**src/rtl/frame_sched_pkg.sv**
```systemverilog
// Shared types, default clamp limits and the clamp helper for the
// frame-synchronous mouse input scheduler.
package frame_sched_pkg;

    typedef enum logic [1:0] {
        IDLE,
        REQ,
        WAIT
    } sched_state_t;

    typedef logic [11:0] pos_t;

    localparam pos_t DEF_XPOS_MAX = 12'd1023;
    localparam pos_t DEF_YPOS_MAX = 12'd767;

    function automatic pos_t clamp_pos(input pos_t value, input pos_t max_value);
        return (value > max_value) ? max_value : value;
    endfunction

endpackage

```
**src/rtl/frame_input_scheduler_if.sv**
```systemverilog
// Bus between the mouse resynchroniser / timing chain and the scheduler,
// plus the req/ack handshake towards the draw logic.
interface frame_input_scheduler_if;
    import frame_sched_pkg::*;

    logic       vblnk;
    pos_t       xpos_in;
    pos_t       ypos_in;
    logic       left_in;
    logic       upd_ack;
    pos_t       xpos_out;
    pos_t       ypos_out;
    logic       left_out;
    logic       click_pulse;
    logic       frame_tick;
    logic       upd_req;
    logic [7:0] missed_cnt;

    modport master (
        input  vblnk, xpos_in, ypos_in, left_in, upd_ack,
        output xpos_out, ypos_out, left_out, click_pulse, frame_tick, upd_req, missed_cnt
    );

    modport slave (
        output vblnk, xpos_in, ypos_in, left_in, upd_ack,
        input  xpos_out, ypos_out, left_out, click_pulse, frame_tick, upd_req, missed_cnt
    );

endinterface

```
**src/rtl/frame_debounce.sv**
```systemverilog
// Frame-rate button debouncer: takes one sample per enable pulse and changes
// level only after DEB_FRAMES consecutive differing samples.
module frame_debounce #(
    parameter int DEB_FRAMES = 2
) (
    input  logic clk,
    input  logic rst,
    input  logic en,
    input  logic din,
    output logic level,
    output logic rise
);

    logic       level_q, level_d;
    logic       rise_q, rise_d;
    logic [3:0] cnt_q, cnt_d;
    logic [4:0] cnt_inc;

    // Counter is widened by one bit so the DEB_FRAMES compare cannot wrap.
    always_comb begin
        cnt_inc = {1'b0, cnt_q} + 5'd1;
        level_d = level_q;
        cnt_d   = cnt_q;
        rise_d  = 1'b0;
        if (en) begin
            if (din == level_q) begin
                cnt_d = 4'd0;
            end else if (cnt_inc == 5'(DEB_FRAMES)) begin
                level_d = din;
                cnt_d   = 4'd0;
                rise_d  = din;
            end else begin
                cnt_d = cnt_inc[3:0];
            end
        end
    end

    always_ff @(posedge clk or posedge rst) begin
        if (rst) begin
            level_q <= 1'b0;
            rise_q  <= 1'b0;
            cnt_q   <= 4'd0;
        end else begin
            level_q <= level_d;
            rise_q  <= rise_d;
            cnt_q   <= cnt_d;
        end
    end

    assign level = level_q;
    assign rise  = rise_q;

endmodule

```
**src/rtl/frame_input_scheduler.sv**
```systemverilog
// Samples mouse position/button once per vblank start, clamps and debounces them,
// and offers each sample to the draw logic through a req/ack handshake.
module frame_input_scheduler
    import frame_sched_pkg::*;
#(
    parameter pos_t XPOS_MAX   = DEF_XPOS_MAX,
    parameter pos_t YPOS_MAX   = DEF_YPOS_MAX,
    parameter int   DEB_FRAMES = 2
) (
    input  logic                    clk65MHz,
    input  logic                    rst,
    frame_input_scheduler_if.master bus
);

    sched_state_t state_q, state_d;
    logic         vblnk_q, vblnk_d;
    logic         armed_q, armed_d;
    pos_t         xpos_q, xpos_d;
    pos_t         ypos_q, ypos_d;
    logic         frame_tick_q, frame_tick_d;
    logic [7:0]   missed_q, missed_d;
    logic         vb_rise;
    logic         accept;
    logic         deb_level;
    logic         deb_rise;

    // armed_q blocks the false edge seen when reset releases while vblnk is already high.
    assign vb_rise = bus.vblnk & ~vblnk_q & armed_q;
    assign accept  = vb_rise & (state_q == IDLE);

    always_comb begin
        state_d      = state_q;
        vblnk_d      = bus.vblnk;
        armed_d      = armed_q | ~bus.vblnk;
        xpos_d       = xpos_q;
        ypos_d       = ypos_q;
        frame_tick_d = 1'b0;
        missed_d     = missed_q;
        case (state_q)
            IDLE: begin
                if (accept) begin
                    state_d      = REQ;
                    xpos_d       = clamp_pos(bus.xpos_in, XPOS_MAX);
                    ypos_d       = clamp_pos(bus.ypos_in, YPOS_MAX);
                    frame_tick_d = 1'b1;
                end
            end
            REQ: begin
                // An ack in the same cycle as vblnk falling still counts as taken.
                if (bus.upd_ack) begin
                    state_d = bus.vblnk ? WAIT : IDLE;
                end else if (!bus.vblnk) begin
                    state_d = IDLE;
                    if (missed_q != 8'hFF) begin
                        missed_d = missed_q + 8'd1;
                    end
                end
            end
            WAIT: begin
                if (!bus.vblnk) begin
                    state_d = IDLE;
                end
            end
            default: state_d = IDLE;
        endcase
    end

    always_ff @(posedge clk65MHz or posedge rst) begin
        if (rst) begin
            state_q      <= IDLE;
            vblnk_q      <= 1'b0;
            armed_q      <= 1'b0;
            xpos_q       <= '0;
            ypos_q       <= '0;
            frame_tick_q <= 1'b0;
            missed_q     <= 8'd0;
        end else begin
            state_q      <= state_d;
            vblnk_q      <= vblnk_d;
            armed_q      <= armed_d;
            xpos_q       <= xpos_d;
            ypos_q       <= ypos_d;
            frame_tick_q <= frame_tick_d;
            missed_q     <= missed_d;
        end
    end

    frame_debounce #(
        .DEB_FRAMES(DEB_FRAMES)
    ) u_debounce (
        .clk   (clk65MHz),
        .rst   (rst),
        .en    (accept),
        .din   (bus.left_in),
        .level (deb_level),
        .rise  (deb_rise)
    );

    assign bus.xpos_out    = xpos_q;
    assign bus.ypos_out    = ypos_q;
    assign bus.left_out    = deb_level;
    assign bus.click_pulse = deb_rise;
    assign bus.frame_tick  = frame_tick_q;
    assign bus.upd_req     = (state_q == REQ);
    assign bus.missed_cnt  = missed_q;

endmodule

```
**src/flat_wrapper.sv**
```systemverilog
// flat-port wrapper written by rule: the top's interface ports become plain ports
module frame_input_scheduler_flat import frame_sched_pkg::*;
#(
    parameter pos_t XPOS_MAX   = DEF_XPOS_MAX,
    parameter pos_t YPOS_MAX   = DEF_YPOS_MAX,
    parameter int   DEB_FRAMES = 2
)
  (clk65MHz, rst, bus_vblnk, bus_xpos_in, bus_ypos_in, bus_left_in, bus_upd_ack, bus_xpos_out, bus_ypos_out, bus_left_out, bus_click_pulse, bus_frame_tick, bus_upd_req, bus_missed_cnt);
  frame_input_scheduler_if bus_i ();
  input  logic clk65MHz;
  input  logic rst;
  input wire logic [$bits(bus_i.vblnk)-1:0] bus_vblnk;
  input wire logic [$bits(bus_i.xpos_in)-1:0] bus_xpos_in;
  input wire logic [$bits(bus_i.ypos_in)-1:0] bus_ypos_in;
  input wire logic [$bits(bus_i.left_in)-1:0] bus_left_in;
  input wire logic [$bits(bus_i.upd_ack)-1:0] bus_upd_ack;
  output wire logic [$bits(bus_i.xpos_out)-1:0] bus_xpos_out;
  output wire logic [$bits(bus_i.ypos_out)-1:0] bus_ypos_out;
  output wire logic [$bits(bus_i.left_out)-1:0] bus_left_out;
  output wire logic [$bits(bus_i.click_pulse)-1:0] bus_click_pulse;
  output wire logic [$bits(bus_i.frame_tick)-1:0] bus_frame_tick;
  output wire logic [$bits(bus_i.upd_req)-1:0] bus_upd_req;
  output wire logic [$bits(bus_i.missed_cnt)-1:0] bus_missed_cnt;
  assign bus_i.vblnk = bus_vblnk;
  assign bus_i.xpos_in = bus_xpos_in;
  assign bus_i.ypos_in = bus_ypos_in;
  assign bus_i.left_in = bus_left_in;
  assign bus_i.upd_ack = bus_upd_ack;
  assign bus_xpos_out = bus_i.xpos_out;
  assign bus_ypos_out = bus_i.ypos_out;
  assign bus_left_out = bus_i.left_out;
  assign bus_click_pulse = bus_i.click_pulse;
  assign bus_frame_tick = bus_i.frame_tick;
  assign bus_upd_req = bus_i.upd_req;
  assign bus_missed_cnt = bus_i.missed_cnt;
  frame_input_scheduler #(.XPOS_MAX(XPOS_MAX), .YPOS_MAX(YPOS_MAX), .DEB_FRAMES(DEB_FRAMES)) u_core (.clk65MHz(clk65MHz), .rst(rst), .bus(bus_i));
endmodule
```
**config.mk**
```make
export PLATFORM = sky130hd
export DESIGN_NAME = frame_input_scheduler_flat
export DESIGN_NICKNAME = d
export VERILOG_FILES = /design/src/rtl/frame_sched_pkg.sv /design/src/rtl/frame_input_scheduler_if.sv /design/src/rtl/frame_debounce.sv /design/src/rtl/frame_input_scheduler.sv /design/src/flat_wrapper.sv
export SDC_FILE = /design/constraint.sdc
export NUM_CORES = 1
export LEC_CHECK = 0
export ABC_AREA = 1
export CAP_MARGIN = 10
export CORE_ASPECT_RATIO = 1.2
export CORE_MARGIN = 2
export CORE_UTILIZATION = 45
export CTS_BUF_LIST = sky130_fd_sc_hd__clkbuf_16
export DETAILED_ROUTE_END_ITERATION = 8
export DONT_BUFFER_PORTS = 1
export GPL_TIMING_DRIVEN = 0
export PLACE_DENSITY_LB_ADDON = 0.3
export SLEW_MARGIN = 20
export SYNTH_ARGS = -nofsm -noshare
export SYNTH_HDL_FRONTEND = slang
export SYNTH_HIERARCHICAL = 1
export SYNTH_SLANG_ARGS = --single-unit
export TNS_END_PERCENT = 30
```
**constraint.sdc**
```tcl
create_clock -name clk65MHz -period 1.6 [get_ports clk65MHz]
set_input_delay 0.4 -clock clk65MHz [delete_from_list [all_inputs] [get_ports clk65MHz]]
set_output_delay 0.4 -clock clk65MHz [all_outputs]
set_load 0.05 [all_outputs]
```
After elaboration in Yosys (flattened, before gate mapping)
Index checks and enable logic that the tools add are counted.
{ "totals": {"out_inout_bits": 36, "latch_bits": 0, "word_cells": 46, "reg_bits": 43, "mem_bits_rw": 0, "mem_bits_ro": 0, "mem_count": 0} }
{ "classes": {"n_shift": 0, "n_reduce_logical": 4, "muxes": 14, "add_sub_neg": 2, "n_mul": 0, "bitwise_logic": 8, "order_cmp": 2, "div": 0, "eq_ne": 6} }
{ "op_table": {"columns": ["cell", "n"], "rows": [
  ["$gt A12 B10 Y1 const B", 2],
  ["$mux W12", 2],
  ["$add A8 B1 Y8 const B", 1],
  ["$mux W2", 4],
  ["$mux W4", 2],
  ["$ne A8 B8 Y1 const B", 1],
  ["$pmux W2 S3", 1],
  ["$add A4 B1 Y5 const B", 1],
  ["$eq A5 B2 Y1 const B", 1],
  ["$mux W1", 5],
  ["$not A1 Y1", 4],
  ["$reduce_and A4 Y1", 1],
  ["$and A1 B1 Y1", 3],
  ["$reduce_and A3 Y1", 1],
  ["$eq A2 B1 Y1 const B", 1],
  ["$eq A2 B2 Y1 const B", 1],
  ["$logic_not A2 Y1", 1],
  ["$ne A2 B1 Y1 const B", 1],
  ["$reduce_and A2 Y1", 1],
  ["$eq A1 B1 Y1", 1],
  ["$or A1 B1 Y1", 1]
]} }

Longest topological paths before layout
Gate-level depths: netlist of run 1.
{ "logic_depth": {"ltp_word": 6, "mapped_depth": 9} }

By module
The synthesis of run 1 kept the hierarchy.
{ "by_module_without_submodules": {"columns": ["mod", "area_each_um2", "instances", "cells_each"], "rows": [
  ["frame_input_scheduler", 1600.3, 1, 190],
  ["frame_debounce", 355.3, 1, 47]
]} }

Least setup slack after synthesis of run 1
No wires, ideal clock.
{ "synth_path": {"kind": "flip-flop to flip-flop", "start": "reg u_core.missed_q[0], in the netlist u_core/bus.missed_cnt[0]", "end": "reg u_core.missed_q[3], in the netlist u_core/bus.missed_cnt[3]", "stages_incl_launch_ff": 9, "setup_ps": 118, "t_arrival_ps": 1441, "t_required_ps": 1482, "path_slack_ps": 41, "path_cell_list": "dfrtp_1 -> ha_1 -> inv_1 -> nor2_1 -> nand2_1 -> nand2_2 -> inv_2 -> nand2_1 -> nand2_1"} }
{ "synth_via": {"elab_chain_cells": 2, "word_cells_on_any_way": 3, "classes_between": "1 x add/sub; 1 x eq/ne; 1 x reduce/logical"} }
{ "synth_rtl": {"columns": ["element", "line_no", "rtl"], "rows": [
  ["start, declared", "frame_input_scheduler.sv:21", "logic [7:0] missed_q, missed_d;"],
  ["start signal, assigned", "frame_input_scheduler.sv:84", "missed_q <= missed_d;"],
  ["branches (longest 2 deep; another with $add A8 B1 Y8)", null, null]
]} }
Parallel ways; which one is timed is not known.
A chain may end at the register's enable or synchronous reset.

Final worst setup path of run 1
{ "layout_path": {"start": "reg u_core.state_q[0]", "end": "out bus_upd_req"} }
{ "layout_via": {"elab_chain_cells": 1} }
{ "layout_rtl": {"columns": ["element", "line_no", "rtl"], "rows": [
  ["start, declared", "frame_input_scheduler.sv:15", "sched_state_t state_q, state_d;"],
  ["start signal, assigned", "frame_input_scheduler.sv:78", "state_q <= state_d;"],
  ["$eq A2 B1 Y1", "frame_input_scheduler.sv:104", "assign bus.upd_req = (state_q == REQ);"],
  ["end, declared", "flat_wrapper.sv:22", "output wire logic [$bits(bus_i.upd_req)-1:0] bus_upd_req;"]
]} }
Every way passes these cells.

==> results by group, run 1 <==
Die
  – Row count: 26
  – Core area: 0.00423 sq mm
  – DIE AREA: 0.00489 sq mm
  – Ports: 65
  – Die Y: 76.2 um
  – Initial core utilization: 46.2%
  – Die width: 64.2 um

Placed design
  – Placed Area: 0.00205 sq mm
  – Dpl ws: -164 ps
  – Final Wtd Congestion: 0.798
  – Post-DP HPWL: 2720 um
  – Port Buf Inserts: 0

Yosys
  – Synth Cell Area: 0.00196 sq mm
  – Post-synth EDFFs: 0
  – Mapped Cells: 237
  – Async SR Flop Fraction: 100%
  – Synth Register Bits: 43
  – Yosys warns: 6
  – Net Count, Synth: 269
  – Register area share after synthesis: 55.0%
  – Avg Cell Area, Syn: 8.25 sq um
  – Main synth FF type: dfrtp_1
  – Post-synth cell types: 23

Global route
  – Initial antenna violation count: 0
  – Vias in the first global route: 1464
  – Grt ovf: 0
  – Total GRT Usage: 17.3%
  – First-pass GRT wire length: 6660 um
  – Largest net degree at the start of global routing: 28

Finish
  – Reg area: 0.00109 sq mm
  – Commonest cells after routing, fill and taps aside: nand2_1 (78), nor2_1 (42), dfrtp_1 (35)
  – Area growth syn-to-layout: 14.8%
  – Multi-input combinational cell area: 744 sq um
  – Final instance area: 0.00225 sq mm
  – Most common cell after layout, fill and taps aside: nand2_1
  – Filler cells: 409
  – Final net count: 281
  – Share of cells above drive strength 1: 16.0%
  – Antenna diodes: 0

STA
  – Final setup vio count: 0
  – Max_slew headroom: 65.0%
  – Fin. max-slew vios: 0
  – Fmax: 0.658 GHz
  – Worst-Margin Slew: 525 ps
  – Final hold vios: 0
  – Max Clock Skew: 3.26 ps
  – RSZ-0062 raised after global routing: no
  – Fin crit share: 94.9%
  – Crit path time final: 1520 ps
  – Worst Slack Setup Final: 81.0 ps

Setup path
  – Slowest stage delay, CP: 370 ps
  – List of cells traversed by the critical path: nand2_1 -> clkinvlp_4
  – Crit Path Max Fanout: 3
  – Crit path max-delay cell type: dfrtp_1
  – Arr. time, crit path: 1120 ps
  – Type of the worst setup path: reg2out
  – Worst EP required: 1200 ps
  – Crit. End Element: output port
  – Startpoint Class: register

Run status
  – Run status: finished clean

Clock tree
  – Clock sinks: 43
  – CTS tree: built
  – Clk pin slew, worst setup/hold paths: 60 ps
  – Cts bufs inserted: 5
  – CTS Root Cell: clkbuf_16
  – Clk Latency, worst-skew pair: 270 ps
  – Clock Path Buffers: 2
  – CTS H-tree lvls: 2

Pwr
  – Clk pwr share: 28.0%
  – Switching power: 0.00139 W
  – Sw frac: 40.5%
  – Leak Pwr: 1.07 nW
  – Comb power frac: 14.4%
  – VDD IR max: 0.800 mV
  – P per Cell Area: 1530 mW/mm^2
  – Total Power: 0.00343 W
  – Pint: 0.00204 W
  – Sequential share of power: 57.5%

Run
  – Max-cap viol count: 0

Drt
  – Number of remaining DRC errors: 0
  – First drt pass iteration count: 4
  – Iter 0 DRT Violations: 70
  – Routed Antenna Nets: 0
  – Via count: 1442
  – DR vias/cell: 4.71
  – Final wirelength: 3780 um
  – DR WL/cell: 12.3 um

Hold path
  – Hold WC Path Type: in2reg
==> logic make-up (layout without fill, tap and decap cells) <==
group | after synthesis | in the layout | share of synthesized area [%]
compound gates | 14 | 14 | 3.71
simple gates | 140 | 140 | 30.0
xor+xnor | 4 | 4 | 1.79
fa+ha+maj | 3 | 3 | 1.92
buf+inv | 33 | 46 | 7.55
flops | 43 | 43 | 55.0
==> power by group through the flow <==
stage	combinational [W]	clock, W	sequential, W
after CTS	0.000480	0.000993	0.00196
after floorplan	0.000400	0	0.00192
final	0.000495	0.000961	0.00197
after detailed placement	0.000477	0	0.00197
after global routing	0.000589	0.00104	0.00201
after global placement	0.000455	0	0.00197
==> layout make-up <==
cell class	count	area share [%]
Clock inverter	3	0.724
Inverter	29	5.07
Multi-Input combinational cell	161	33.1
Buffer	4	1.67
Timing Repair Buffer	5	2.34
Sequential cell	43	48.4
Tap cell	56	3.12
Clock buffer	5	5.57
==> per-stage QoR <==
step                std cells  TNS, ps  hold slack (ps)  utilization [%]
global placement          293    -3500              222             47.9
CTS                       303        0              145             52.0
floorplan                 237        0              191                -
detailed placement        294    -1010              223             48.4
finish                    306        0              153             53.1
global route              306        0              136             53.1
==> flip-flops by register name, summed over array words and instances, names as in the netlist <==
| name | count |
|---|---|
| u_core/bus.xpos_out | 12 |
| u_core/u_debounce/level | 1 |
| u_core/u_debounce/rise | 1 |
| u_core/armed_q | 1 |
| u_core/state_q | 2 |
| u_core/u_debounce/cnt_q | 4 |
| u_core/bus.ypos_out | 12 |
| u_core/bus.frame_tick | 1 |
| u_core/bus.missed_cnt | 8 |
| u_core/vblnk_q | 1 |
==> worst max-delay path: cells and delay by family (launching register included) <==
| kind | cells | cell delay (ps) |
|---|---|---|
| and+or+nand+nor | 1 | 180 |
| buffers and inverters | 1 | 290 |
| DFF | 1 | 370 |
==> path summary, 6_finish.rpt <==
kind | from | end | slack [ps] | depth (start not counted)
min | bus_vblnk | u_core/vblnk_q$_DFF_PP0_ | 150 | 0
min reg2reg | u_core/armed_q$_DFF_PP0_ | u_core/armed_q$_DFF_PP0_ | 490 | 1
max in group asynchronous | rst | u_core/bus.missed_cnt[6]$_DFFE_PP0P_ | 630 | 3
max | u_core/state_q[0]$_DFFE_PP0P_ | bus_upd_req | 80 | 2
max reg2reg | u_core/bus.missed_cnt[0]$_DFFE_PP0P_ | u_core/bus.missed_cnt[7]$_DFFE_PP0P_ | 100 | 8
min in group asynchronous | rst | u_core/u_debounce/rise$_DFF_PP0_ | 520 | 2
==> synth_stat cells (all sizes together), types with 2 or more instances <==
cell / count / area (sq um)
xnor2: 3 / 26.3
inv: 28 / 105
ha: 3 / 37.5
nand2: 83 / 324
or2: 2 / 12.5
nor2: 45 / 186
o21ai: 12 / 60.1
buf: 3 / 33.8
nand3: 8 / 50.1
dfrtp: 43 / 1080
==> timing repair <==
item | in CTS | in global routing
buffers inserted | 0 | 3
resized for setup | 2 | 9
pin swaps | 0 | 1
endpoints found under the setup margin | 8 | 10
hold buffers | 1 | 0
endpoints found under the hold margin | 16 | 0
==> routing by layer <==
layer,global-route usage (%),part of all wire [%],up-vias
met5,0,0,-
met4,5.96,0.40,0
met3,5.91,8.2,2
met2,27.9,48,42
met1,21.5,43,663
li1,-,-,735
No activity file was read; power rests on OpenSTA's default activity.
==> run 2: changes to the inputs <==
CTS_BUF_LIST = sky130_fd_sc_hd__clkbuf_2   (was sky130_fd_sc_hd__clkbuf_16)
SETUP_SLACK_MARGIN = 0.15   (was unset)
==> results by group, run 2 (synthesis gave the netlist of run 1 again) <==
Finish
  – Commonest cells after routing, fill and taps aside: nand2_1 (76), nor2_1 (41), dfrtp_2 (34) (was nand2_1 (78), nor2_1 (42), dfrtp_1 (35))
  – Most common cell after layout, fill and taps aside: nand2_1 (unchanged)
  – Antenna diodes: 0 (unchanged)
  – Share of cells above drive strength 1: 29.7% (was 16.0%)
  – Final net count: 287 (was 281)
  – Layout Utilization: 54.1% (was 53.1%)
  – Area growth syn-to-layout: 17.1% (was 14.8%)
  – Filler cells: 406 (was 409)

Clock tree
  – CTS Root Cell: clkbuf_2 (was clkbuf_16)
  – Cts bufs inserted: 5 (unchanged)
  – Clock sinks: 43 (unchanged)
  – CTS tree: built (unchanged)
  – Clk Latency, worst-skew pair: 400 ps (was 270 ps)
  – Clk pin slew, worst setup/hold paths: 220 ps (was 60 ps)
  – CTS H-tree lvls: 2 (unchanged)
  – Clock Path Buffers: 2 (unchanged)

Global route
  – Largest net degree at the start of global routing: 20 (was 28)
  – Initial antenna violation count: 0 (unchanged)
  – First-pass GRT wire length: 6580 um (was 6660 um)
  – Total GRT Usage: 17.2% (was 17.3%)
  – Vias in the first global route: 1440 (was 1464)
  – Grt ovf: 0 (unchanged)

Drt
  – Routed Antenna Nets: 0 (unchanged)
  – M1 wire length: 1620 um (about the same)
  – Via count: 1497 (was 1442)
  – Number of remaining DRC errors: 0 (unchanged)
  – Metal2 WL: 2000 um (was 1830 um)
  – Met3 wire length: 341 um (was 310 um)
  – DR vias/cell: 4.80 (was 4.71)
  – DR WL/cell: 12.9 um (was 12.3 um)
  – First drt pass iteration count: 4 (unchanged)
  – Max layer used: met4 (unchanged)
  – Iter 0 DRT Violations: 58 (was 70)
  – Final wirelength: 4030 um (was 3780 um)

Setup path
  – RR Endpoint: u_core/bus.missed_cnt[3]$_DFFE_PP0P_ (was u_core/bus.missed_cnt[7]$_DFFE_PP0P_)
  – Worst setup path endpoint: bus_upd_req (unchanged)
  – Arr. time, crit path: 1170 ps (was 1120 ps)
  – R2R cell count: 8 (unchanged)
  – Critical Path Source: u_core/state_q[1]$_DFFE_PP0P_ (was u_core/state_q[0]$_DFFE_PP0P_)
  – Type of the worst setup path: reg2out (unchanged)
  – Crit Path Max Fanout: 3 (unchanged)
  – Reg-to-Reg Start: u_core/bus.missed_cnt[1]$_DFFE_PP0P_ (was u_core/bus.missed_cnt[0]$_DFFE_PP0P_)
  – Crit. End Element: output port (unchanged)
  – Worst EP required: 1200 ps (about the same)
  – R2R setup slack: 170 ps (was 100 ps)
  – Startpoint Class: register (unchanged)

STA
  – Max_slew headroom: 69.0% (was 65.0%)
  – Final setup vio count: 0 (unchanged)
  – Fin. max-slew vios: 0 (unchanged)
  – Worst-Margin Slew: 464 ps (was 525 ps)
  – Final hold vios: 0 (unchanged)
  – Crit path time final: 1570 ps (was 1520 ps)
  – Worst Slack Setup Final: 28.0 ps (was 81.0 ps)
  – Fmax: 0.636 GHz (was 0.658 GHz)
  – Fin crit share: 98.3% (was 94.9%)
  – RSZ-0062 raised after global routing: yes (was no)
  – WHS: 75.6 ps (was 153 ps)
  – Max Clock Skew: 14.3 ps (was 3.26 ps)

Die
  – Row count: 26 (unchanged)
  – Die width: 64.2 um (unchanged)
  – Die Y: 76.2 um (unchanged)
  – Ports: 65 (unchanged)
  – Initial core utilization: 46.2% (unchanged)
  – Core area: 0.00423 sq mm (unchanged)
  – DIE AREA: 0.00489 sq mm (unchanged)

Pwr
  – Leak Pwr: 1.05 nW (was 1.07 nW)
  – P per Cell Area: 1370 mW/mm^2 (was 1530 mW/mm^2)
  – VDD IR max: 0.741 mV (was 0.800 mV)

Placed design
  – Final Wtd Congestion: 0.776 (was 0.798)
  – Port Buf Inserts: 0 (unchanged)
  – Dpl ws: 54.7 ps (was -164 ps)
  – Post-DP HPWL: 2740 um (was 2720 um)

Run
  – Max-cap viol count: 0 (unchanged)

Run status
  – Run status: finished clean (unchanged)

Hold path
  – Hold WC Path Type: in2reg (unchanged)
run 2: final cells by class:
| cell class | instances | area, sq um | area share, % |
|---|---|---|---|
| Inverter | 29 | 116 | 5.08 |
| Timing Repair Buffer | 10 | 103 | 4.48 |
| Multi-Input combinational cell | 162 | 773 | 33.8 |
| Clock inverter | 3 | 38.8 | 1.69 |
| Sequential cell | 43 | 1120 | 49.0 |
| Tap cell | 56 | 70.1 | 3.06 |
| Buffer | 4 | 41.3 | 1.80 |
| Clock buffer | 5 | 25.0 | 1.09 |
run 2: how the worst min path moves through the flow:
| stage | from | end | slack, ps | cells after the start |
|---|---|---|---|---|
| floorplan | rst | u_core/u_debounce/cnt_q[0]$_DFFE_PP0P_ | 190 | 1 |
| CTS | bus_upd_ack | u_core/state_q[0]$_DFFE_PP0P_ | 20 | 1 |
| detailed placement | rst | u_core/u_debounce/rise$_DFF_PP0_ | 220 | 1 |
| global route | bus_vblnk | u_core/state_q[1]$_DFFE_PP0P_ | 20 | 2 |
| finish | bus_vblnk | u_core/state_q[1]$_DFFE_PP0P_ | 80 | 2 |
| global placement | rst | u_core/u_debounce/rise$_DFF_PP0_ | 220 | 1 |
run 2: metal layers:
layer  vias up  track usage, %
met5         -               0
met4         0            8.30
met3         5            6.65
met2        49            26.9
met1       692            20.5
li1        751               -
run 2: timing repair:
item	in CTS	in global routing
endpoints found under the hold margin	25	1
cloned	0	1
pin swaps	3	5
resized for setup	40	6
endpoints found under the setup margin	48	27
hold buffers	2	1
buffers inserted	4	2
run 2: worst max-delay path: stages (launching register included):
cell	delay, ps
dfrtp_1	420
inv_2	90
nand2_4	60
clkinvlp_4	190
run 2: through the flow:
step	total power [W]	instance area [sq um]	std cells	setup TNS [ps]
floorplan	0.00233	1960	237	0
global placement	0.00243	2030	293	-3210
detailed placement	0.00246	2060	294	0
CTS	0.00315	2240	308	-5.01
global route	0.00334	2290	312	-68.0
finish	0.00314	2290	312	0
run 2: power by group:
part | switching (W) | internal [W]
clock | 0.000344 | 0.000257
sequential | 0.000711 | 0.00129
combinational | 0.000304 | 0.000230
==> run 3: changes to the inputs <==
CAP_MARGIN = unset   (was 10)
==> results of run 3 <==
Same layout as run 2: the final DEF is identical, and so are final timing and power.
